File: src/rtl/qed_mem_reader.sv
// Streams a burst of consecutive words from a synchronous-read RAM onto a
// valid/ready instruction port, using a 2-entry buffer to absorb read latency.
module qed_mem_reader #(
  parameter int DEPTH  = 32,
  parameter int ADDR_W = 5,
  parameter int DATA_W = 32
) (
  input  logic              clk_i,
  input  logic              rst_ni,
  input  logic              start_i,
  input  logic [ADDR_W-1:0] base_addr_i,
  input  logic [ADDR_W:0]   count_i,
  output logic [ADDR_W-1:0] mem_addr_o,
  output logic              mem_rd_en_o,
  input  logic [DATA_W-1:0] mem_data_i,
  output logic [DATA_W-1:0] instr_o,
  output logic              instr_vld_o,
  input  logic              instr_rdy_i,
  output logic              busy_o,
  output logic              done_o
);

  typedef enum logic [1:0] {
    IDLE  = 2'd0,
    READ  = 2'd1,
    DRAIN = 2'd2
  } state_t;

  state_t              state;
  state_t              state_nxt;
  logic [ADDR_W-1:0]   rd_ptr;
  logic [ADDR_W:0]     issue_left;
  logic [ADDR_W:0]     pop_left;
  logic                inflight;
  logic [DATA_W-1:0]   fifo_mem [2];
  logic                wr_idx;
  logic                rd_idx;
  logic [1:0]          fifo_cnt;
  logic                done_q;

  logic                pop;
  logic                push;
  logic                issue;
  logic                credit_ok;
  logic                start_go;
  logic                last_pop;
  logic [1:0]          occupancy;

  assign instr_vld_o = (fifo_cnt != 2'd0);
  assign instr_o     = fifo_mem[rd_idx];
  assign mem_addr_o  = rd_ptr;
  assign mem_rd_en_o = issue;
  assign busy_o      = (state != IDLE);
  assign done_o      = done_q;

  // A word counts against the 2-entry buffer from the cycle it is issued,
  // so a new read is only allowed if its data is guaranteed a free slot.
  always_comb begin
    pop       = instr_vld_o && instr_rdy_i;
    push      = inflight;
    occupancy = fifo_cnt + {1'b0, inflight};
    credit_ok = ((occupancy - {1'b0, pop}) < 2'd2);
    issue     = (state == READ) && (issue_left != '0) && credit_ok;
    start_go  = (state == IDLE) && start_i;
    last_pop  = (state == DRAIN) && pop && (pop_left == (ADDR_W+1)'(1));
  end

  always_comb begin
    state_nxt = state;
    case (state)
      IDLE: begin
        if (start_i && (count_i != '0)) begin
          state_nxt = READ;
        end
      end
      READ: begin
        if (issue && (issue_left == (ADDR_W+1)'(1))) begin
          state_nxt = DRAIN;
        end
      end
      DRAIN: begin
        if (last_pop) begin
          state_nxt = IDLE;
        end
      end
      default: state_nxt = IDLE;
    endcase
  end

  always_ff @(posedge clk_i or negedge rst_ni) begin
    if (!rst_ni) begin
      state <= IDLE;
    end else begin
      state <= state_nxt;
    end
  end

  // Burst bookkeeping: captured on start, then advanced by issues and pops.
  always_ff @(posedge clk_i or negedge rst_ni) begin
    if (!rst_ni) begin
      rd_ptr     <= '0;
      issue_left <= '0;
      pop_left   <= '0;
      inflight   <= 1'b0;
      done_q     <= 1'b0;
    end else begin
      inflight <= issue;
      done_q   <= (start_go && (count_i == '0)) || last_pop;
      if (start_go) begin
        rd_ptr     <= base_addr_i;
        issue_left <= count_i;
        pop_left   <= count_i;
      end else begin
        if (issue) begin
          issue_left <= issue_left - (ADDR_W+1)'(1);
          if (rd_ptr == ADDR_W'(DEPTH - 1)) begin
            rd_ptr <= '0;
          end else begin
            rd_ptr <= rd_ptr + ADDR_W'(1);
          end
        end
        if (pop) begin
          pop_left <= pop_left - (ADDR_W+1)'(1);
        end
      end
    end
  end

  always_ff @(posedge clk_i or negedge rst_ni) begin
    if (!rst_ni) begin
      fifo_mem[0] <= '0;
      fifo_mem[1] <= '0;
      wr_idx      <= 1'b0;
      rd_idx      <= 1'b0;
      fifo_cnt    <= 2'd0;
    end else begin
      if (push) begin
        fifo_mem[wr_idx] <= mem_data_i;
        wr_idx           <= ~wr_idx;
      end
      if (pop) begin
        rd_idx <= ~rd_idx;
      end
      case ({push, pop})
        2'b10:   fifo_cnt <= fifo_cnt + 2'd1;
        2'b01:   fifo_cnt <= fifo_cnt - 2'd1;
        default: fifo_cnt <= fifo_cnt;
      endcase
    end
  end

endmodule
File: config.mk
export PLATFORM = sky130hd
export DESIGN_NAME = qed_mem_reader
export DESIGN_NICKNAME = d
export VERILOG_FILES = /design/src/rtl/qed_mem_reader.sv
export SDC_FILE = /design/constraint.sdc
export NUM_CORES = 1
export LEC_CHECK = 0
export ABC_AREA = 1
export CORE_MARGIN = 2
export CORE_UTILIZATION = 54
export CTS_BUF_LIST = sky130_fd_sc_hd__clkbuf_2 sky130_fd_sc_hd__clkbuf_4 sky130_fd_sc_hd__clkbuf_8
export DETAILED_ROUTE_END_ITERATION = 7
export PLACE_DENSITY = 0.87
export SLEW_MARGIN = 20
export SYNTH_ARGS = -nofsm -noshare
export SYNTH_HDL_FRONTEND = slang
export SYNTH_SLANG_ARGS = --single-unit
File: constraint.sdc
create_clock -name clk_i -period 2.3 [get_ports clk_i]
set_input_delay 0.46 -clock clk_i [delete_from_list [all_inputs] [get_ports clk_i]]
set_output_delay 0.46 -clock clk_i [all_outputs]
set_load 0.005 [all_outputs]
==> results by group, run 1 <==
Status
  – Outcome: complete, no violations

Global routing
  – Pin count of the biggest net entering global routing: 65
  – GRT Util Overall: 24.7%
  – First-pass GRT wire length: 17400 um
  – GRT overflow: 0
  – Initial antenna violation count: 0
  – Vias in the first global route: 3856

Die
  – Die area: 0.00893 sq mm
  – Die Ht: 94.5 um
  – Initial core utilization: 54.7%
  – FP Rows: 33
  – IO Pins: 88
  – Die Width: 94.5 um
  – Core area: 0.00809 sq mm

Drt
  – Pre-antenna DRT Iters: 4
  – Drt via density: 5.15
  – DR vias: 3870
  – Drt initial violations: 167
  – Routed WL: 10100 um
  – # DRC: 0
  – ANT nets after route: 0
  – Routed len/inst: 13.5 um

Critical path
  – Data required time of the worst path: 1.84 ns
  – CP Max Fanout: 2
  – Critical path arrival: 1.77 ns
  – Critical setup path kind: input port to primary output
  – Crit. End Element: primary output
  – Reg2reg start: fifo_cnt[0]
  – Flop-to-flop setup slack: 0.54 ns
  – Worst Setup Start Kind: input port
  – Worst-case reg-to-reg path depth: 13
  – FF-to-FF End: issue_left[0]

Place
  – Pre-CTS setup slack: -0.339 ns
  – Placed Instances: 733
  – Routability cong.: 0.858
  – IO buf count: 87
  – Detailed Place HPWL: 6970 um

Synth
  – #FFs+latches synth: 89
  – Top cells by area in the synthesized netlist: dfrtp_1 (50%), nand2_1 (21%), o21ai_2 (4.6%)
  – Share of the synthesized area in the top cell type: 50.4%
  – Post-synthesis cell type count: 30
  – Post-Synthesis Cells: 551
  – Synth warn: 0
  – Register area share after synthesis: 50.4%
  – Synthesized area per cell: 8.03 sq um
  – Syn nets: 607
  – Cell taking the most area after synthesis: dfrtp_1
  – Synthesized cell area: 0.00442 sq mm

CTS
  – Clock Tree Buf Depth: 2
  – Later-pin clock latency in the skew report: 0.36 ns
  – Clk slew on worst S/H paths: 0.08 ns
  – TritonCTS clock tree: done
  – Root Buffer: clkbuf_8
  – H-tree depth: 3
  – # clock sinks: 89
  – Cts bufs inserted: 9

Hold path
  – Hold path start: fifo_mem[36]
  – Hold/Removal Path Class: register to register
  – Cell depth of the worst hold path: 2
  – Hold endpoint: fifo_mem[36]

Timing
  – Final period util: 97.0%
  – Max Fclk: 0.448 GHz
  – Clock Skews: 0.0129 ns
  – Rel. slew slack: 30.6%
  – Slew @ Worst Pin: 1.04 ns
  – Final Critical Period: 2.23 ns
  – Final hold violations: 0
  – Setup ws final: 0.0683 ns
  – Final setup vio count: 0
  – Max-slew violation count: 0
  – Worst Hold Margin: 0.485 ns

Final layout
  – Cell Count, Final, Fillers Out: 752
  – Most frequent cells in the layout: nand2_1 (239), dfrtp_1 (89), clkdlybuf4s50_1 (85), inv_1 (51), o21ai_0 (38)
  – Area grow syn2layout: 28.3%
  – Commonest non-fill, non-tap cell in the layout: nand2_1
  – Nets@finish: 698
  – Ratio of cells with drive above 1 in the final layout: 11.9%
  – Antenna Cells: 0

Power and ir drop
  – Peak supply drop: 1090 uV
  – Pleak: 2.89 nW
  – P per Cell Area: 1460 mW/mm^2

Job
  – Count of max-cap constraint violations: 0
[how the worst max path moves through the flow]
stage	from	endpoint	slack (ns)	depth (start not counted)
after floorplan	fifo_cnt[1]	mem_rd_en_o	0.35	10
after global placement	instr_rdy_i	mem_rd_en_o	-0.32	10
after detailed placement	instr_rdy_i	mem_rd_en_o	-0.34	10
after CTS	fifo_cnt[0]	mem_rd_en_o	0.08	11
after global routing	instr_rdy_i	mem_rd_en_o	-0.005	10
final	instr_rdy_i	mem_rd_en_o	0.07	9
[per-layer routing]
| metal | global-route usage, % | wire (um) |
|---|---|---|
| met1 | 29.6 | 4160 |
| met2 | 44.0 | 5210 |
| met3 | 4.87 | 531 |
| met4 | 9.42 | 207 |
| met5 | 0 | 0 |
[layout make-up]
type                            count  area, sq um
Timing Repair Buffer              102         1020
Clock buffer                       12          153
Fill cell                         643         2420
Tap cell                          105          131
Clock inverter                      4         52.6
Multi-Input combinational cell    384         1880
Inverter                           56          218
Sequential cell                    89         2230
[power breakdown]
group | switching, W | internal (W) | leakage (nW) | total, W
clock | 0.000554 | 0.000557 | 0.0957 | 0.00111
combinational | 0.00230 | 0.00205 | 1.70 | 0.00434
sequential | 0.000471 | 0.00234 | 1.10 | 0.00281
[critical path, cell delays in order]
cell,delay (ns)
clkdlybuf4s50_1,0.45
nand2_4,0.11
clkinv_4,0.06
ha_4,0.24
nor2_2,0.13
nand3_2,0.09
nand2_2,0.09
nor2_4,0.04
buf_2,0.12
[kinds of logic after synthesis]
group	Yosys count	share of synthesized area (%)
buf+inv	78	8.09
compound gates	77	11.1
xor+xnor	7	1.39
fa+ha+maj	9	2.55
flops	89	50.4
simple gates	291	26.6
[cells in the mapped netlist]
library cell  instances
nand3_1              20
nand2_2               5
buf_2                 1
buf_6                 8
o221ai_1              2
nor2_8                1
inv_4                 1
xnor2_1               3
o21ai_0              38
and3_1                1
nand4_1               2
a21oi_1               1
nor2_4                2
clkinv_1              1
xor2_1                4
nand2_1             243
dfrtp_1              89
nor2_2                1
ha_1                  9
or2_1                 1
nor3_1                1
o211ai_1              3
clkinv_2              1
clkbuf_1             13
o21ai_1               9
inv_1                52
nor2_1               14
a21o_1                1
o21ai_2              23
inv_2                 1
[repair_timing]
| action | 4_1_cts | 5_1_grt |
|---|---|---|
| setup endpoints to repair | 1 | 1 |
| resized for setup | 10 | 4 |
| setup buffers | 2 | 0 |
| hold endpoints to repair | 15 | 0 |
| hold buffers | 1 | 0 |
| pin swaps | 5 | 1 |
[sequential cells by signal, indices dropped and copies added (netlist names)]
signal / flops
done_o: 1
fifo_cnt: 2
fifo_mem: 64
inflight: 1
issue_left: 6
mem_addr_o: 5
pop_left: 6
rd_idx: 1
state: 2
wr_idx: 1
[through the flow]
stage | power (W) | util (%) | TNS, ns | instance area, sq um
after CTS | 0.00828 | 69.9 | 0 | 5660
after detailed placement | 0.00709 | 66.8 | -0.339 | 5410
after global placement | 0.00687 | 66.8 | -0.315 | 5410
after floorplan | 0.00533 | - | 0 | 4420
after global routing | 0.00900 | 70.1 | -0.00529 | 5680
final | 0.00826 | 70.1 | 0 | 5680
(Power assumes the default switching activity.)
==> run 2: changes to the inputs <==
--- a/config.mk
+++ b/config.mk
@@ -7,10 +7,11 @@
 export LEC_CHECK = 0
 export ABC_AREA = 1
 export CORE_MARGIN = 2
-export CORE_UTILIZATION = 54
+export CORE_UTILIZATION = 60
 export CTS_BUF_LIST = sky130_fd_sc_hd__clkbuf_2 sky130_fd_sc_hd__clkbuf_4 sky130_fd_sc_hd__clkbuf_8
 export DETAILED_ROUTE_END_ITERATION = 7
-export PLACE_DENSITY = 0.87
+export DONT_BUFFER_PORTS = 1
+export PLACE_DENSITY = 0.8
 export SLEW_MARGIN = 20
 export SYNTH_ARGS = -nofsm -noshare
 export SYNTH_HDL_FRONTEND = slang
==> results by group, run 2 (synthesized netlist as in run 1, its figures left out) <==
Status
  – Outcome: complete, but fails checks
  – Failing checks: hold timing

CTS
  – # clock sinks: 89
  – Cts bufs inserted: 9
  – Clk slew on worst S/H paths: 0.09 ns
  – H-tree depth: 3
  – Later-pin clock latency in the skew report: 0.35 ns
  – Root Buffer: clkbuf_8
  – Clock Tree Buf Depth: 2
  – TritonCTS clock tree: done

Die
  – Die Width: 89.9 um
  – Die area: 0.00807 sq mm
  – Die Ht: 89.9 um
  – FP Rows: 31
  – Initial core utilization: 61.3%
  – Core area: 0.00721 sq mm
  – IO Pins: 88

Critical path
  – Flop-to-flop setup slack: 0.46 ns
  – Critical setup path kind: register to primary output
  – Reg2reg start: fifo_cnt[1]
  – Worst-case reg-to-reg path depth: 14
  – FF-to-FF End: mem_addr_o[4]
  – Crit. End Element: primary output
  – Worst Setup Start Kind: register
  – Data required time of the worst path: 1.84 ns
  – CP Max Fanout: 5
  – Critical path arrival: 1.71 ns

Drt
  – Met2 Wirelength: 4270 um
  – Drt initial violations: 165
  – WL met3: 508 um
  – Routed len/inst: 13.6 um
  – Routed WL: 8900 um
  – Pre-antenna DRT Iters: 7
  – # DRC: 0
  – Drt via density: 5.18
  – Top Layer Used: met4
  – DR vias: 3396
  – Wire length on met1: 3960 um
  – ANT nets after route: 0

Timing
  – Rel. slew slack: 56.0%
  – Setup ws final: 0.130 ns
  – Final period util: 94.3%
  – Final hold violations: 89
  – Max Fclk: 0.461 GHz
  – Clock Skews: 0.00793 ns
  – Slew @ Worst Pin: 0.660 ns
  – Final setup vio count: 0
  – Max-slew violation count: 0
  – Worst Hold Margin: -0.208 ns
  – Final Critical Period: 2.17 ns
  – Setup TNS: 0 ns

Final layout
  – Commonest non-fill, non-tap cell in the layout: nand2_1
  – Antenna Cells: 0
  – # fillers: 626
  – Biggest registers after layout: fifo_mem x64, issue_left x6, pop_left x6
  – Largest register FFs: 64
  – Ratio of cells with drive above 1 in the final layout: 12.6%
  – Cell Count, Final, Fillers Out: 656
  – Nets@finish: 608
  – Area grow syn2layout: 7.38%
  – Most frequent cells in the layout: nand2_1 (240), dfrtp_1 (89), inv_1 (50), o21ai_0 (38), o21ai_2 (23)
  – Largest Register: fifo_mem

Global routing
  – GRT overflow: 0
  – Initial antenna violation count: 0
  – Pin count of the biggest net entering global routing: 90
  – GRT Util Overall: 23.4%
  – First-pass GRT wire length: 15400 um
  – Vias in the first global route: 3286

Job
  – Count of max-cap constraint violations: 0

Place
  – Routability cong.: 0.853
  – IO buf count: 0
  – Placed Instances: 635
  – Detailed Place HPWL: 5880 um
  – Pre-CTS setup slack: 0.248 ns

Power and ir drop
  – Peak supply drop: 693 uV
  – Pleak: 2.54 nW
  – P per Cell Area: 1520 mW/mm^2

Hold path
  – Hold/Removal Path Class: input port to asynchronous set/reset pin
run 2: cell types whose count changed in the layout (fill, tap and decap cells not counted), moves of 2 or more:
cell             delta
nand3_2             -2
buf_12              -2
clkbuf_4            -2
clkdlybuf4s50_1    -85
nand3_1             +2
clkinv_2            +2
run 2: repair_timing:
action                                  CTS  global route
resized for setup                         2             5
hold endpoints to repair                 89            89
endpoints found under the setup margin    1             1
pin swaps                                 1             1
buffers inserted                          3             2
run 2: how the worst max path moves through the flow:
stage                     start  slack (ns)       endpoint  cells past startpoint
finish              fifo_cnt[1]        0.13    mem_rd_en_o                     10
global route        fifo_cnt[1]      -0.002    mem_rd_en_o                     10
CTS                 fifo_cnt[1]        0.03    mem_rd_en_o                     10
detailed placement  fifo_cnt[1]        0.25  mem_addr_o[4]                     13
global placement    fifo_cnt[1]        0.33    mem_rd_en_o                     10
floorplan           fifo_cnt[1]        0.35    mem_rd_en_o                     10
run 2: per-stage QoR:
stage / total power, W / cell area, sq um / utilization, %
5_1_grt: 0.00793 / 4750 / 65.8
4_1_cts: 0.00719 / 4710 / 65.3
2_1_floorplan: 0.00533 / 4420 / -
3_3_place_gp: 0.00582 / 4470 / 62.0
3_5_place_dp: 0.00597 / 4470 / 62.0
6_report: 0.00721 / 4750 / 65.8
run 2: layer usage:
| metal | vias to the layer above | global-route usage (%) |
|---|---|---|
| li1 | 1712 | - |
| met1 | 1568 | 30.6 |
| met2 | 104 | 38.8 |
| met3 | 12 | 4.69 |
| met4 | 0 | 9.49 |
| met5 | - | 0 |
run 2: area by class of cell:
| cell class | count | area [sq um] | share of cell area [%] |
|---|---|---|---|
| Timing Repair Buffer | 12 | 103 | 2.16 |
| Clock inverter | 7 | 93.8 | 1.98 |
| Clock buffer | 9 | 124 | 2.61 |
| Sequential cell | 89 | 2230 | 46.9 |
| Tap cell | 99 | 124 | 2.61 |
| Multi-Input combinational cell | 384 | 1860 | 39.2 |
| Inverter | 56 | 215 | 4.53 |
run 2: power breakdown:
part | switching, W | leakage (nW) | internal [W]
Combinational | 0.00205 | 1.33 | 0.00119
Clock | 0.000560 | 0.106 | 0.000612
Sequential | 0.000471 | 1.10 | 0.00233
run 2: critical path, stage by stage (launching register included):
cell and delay [ns]:
dfrtp_1 0.41, inv_2 0.09, nand2_2 0.09, nand2_4 0.10
inv_4 0.05, ha_4 0.20, inv_1 0.05, nand2_1 0.06
nand3_1 0.11, nand2_2 0.07, nor2_4 0.13
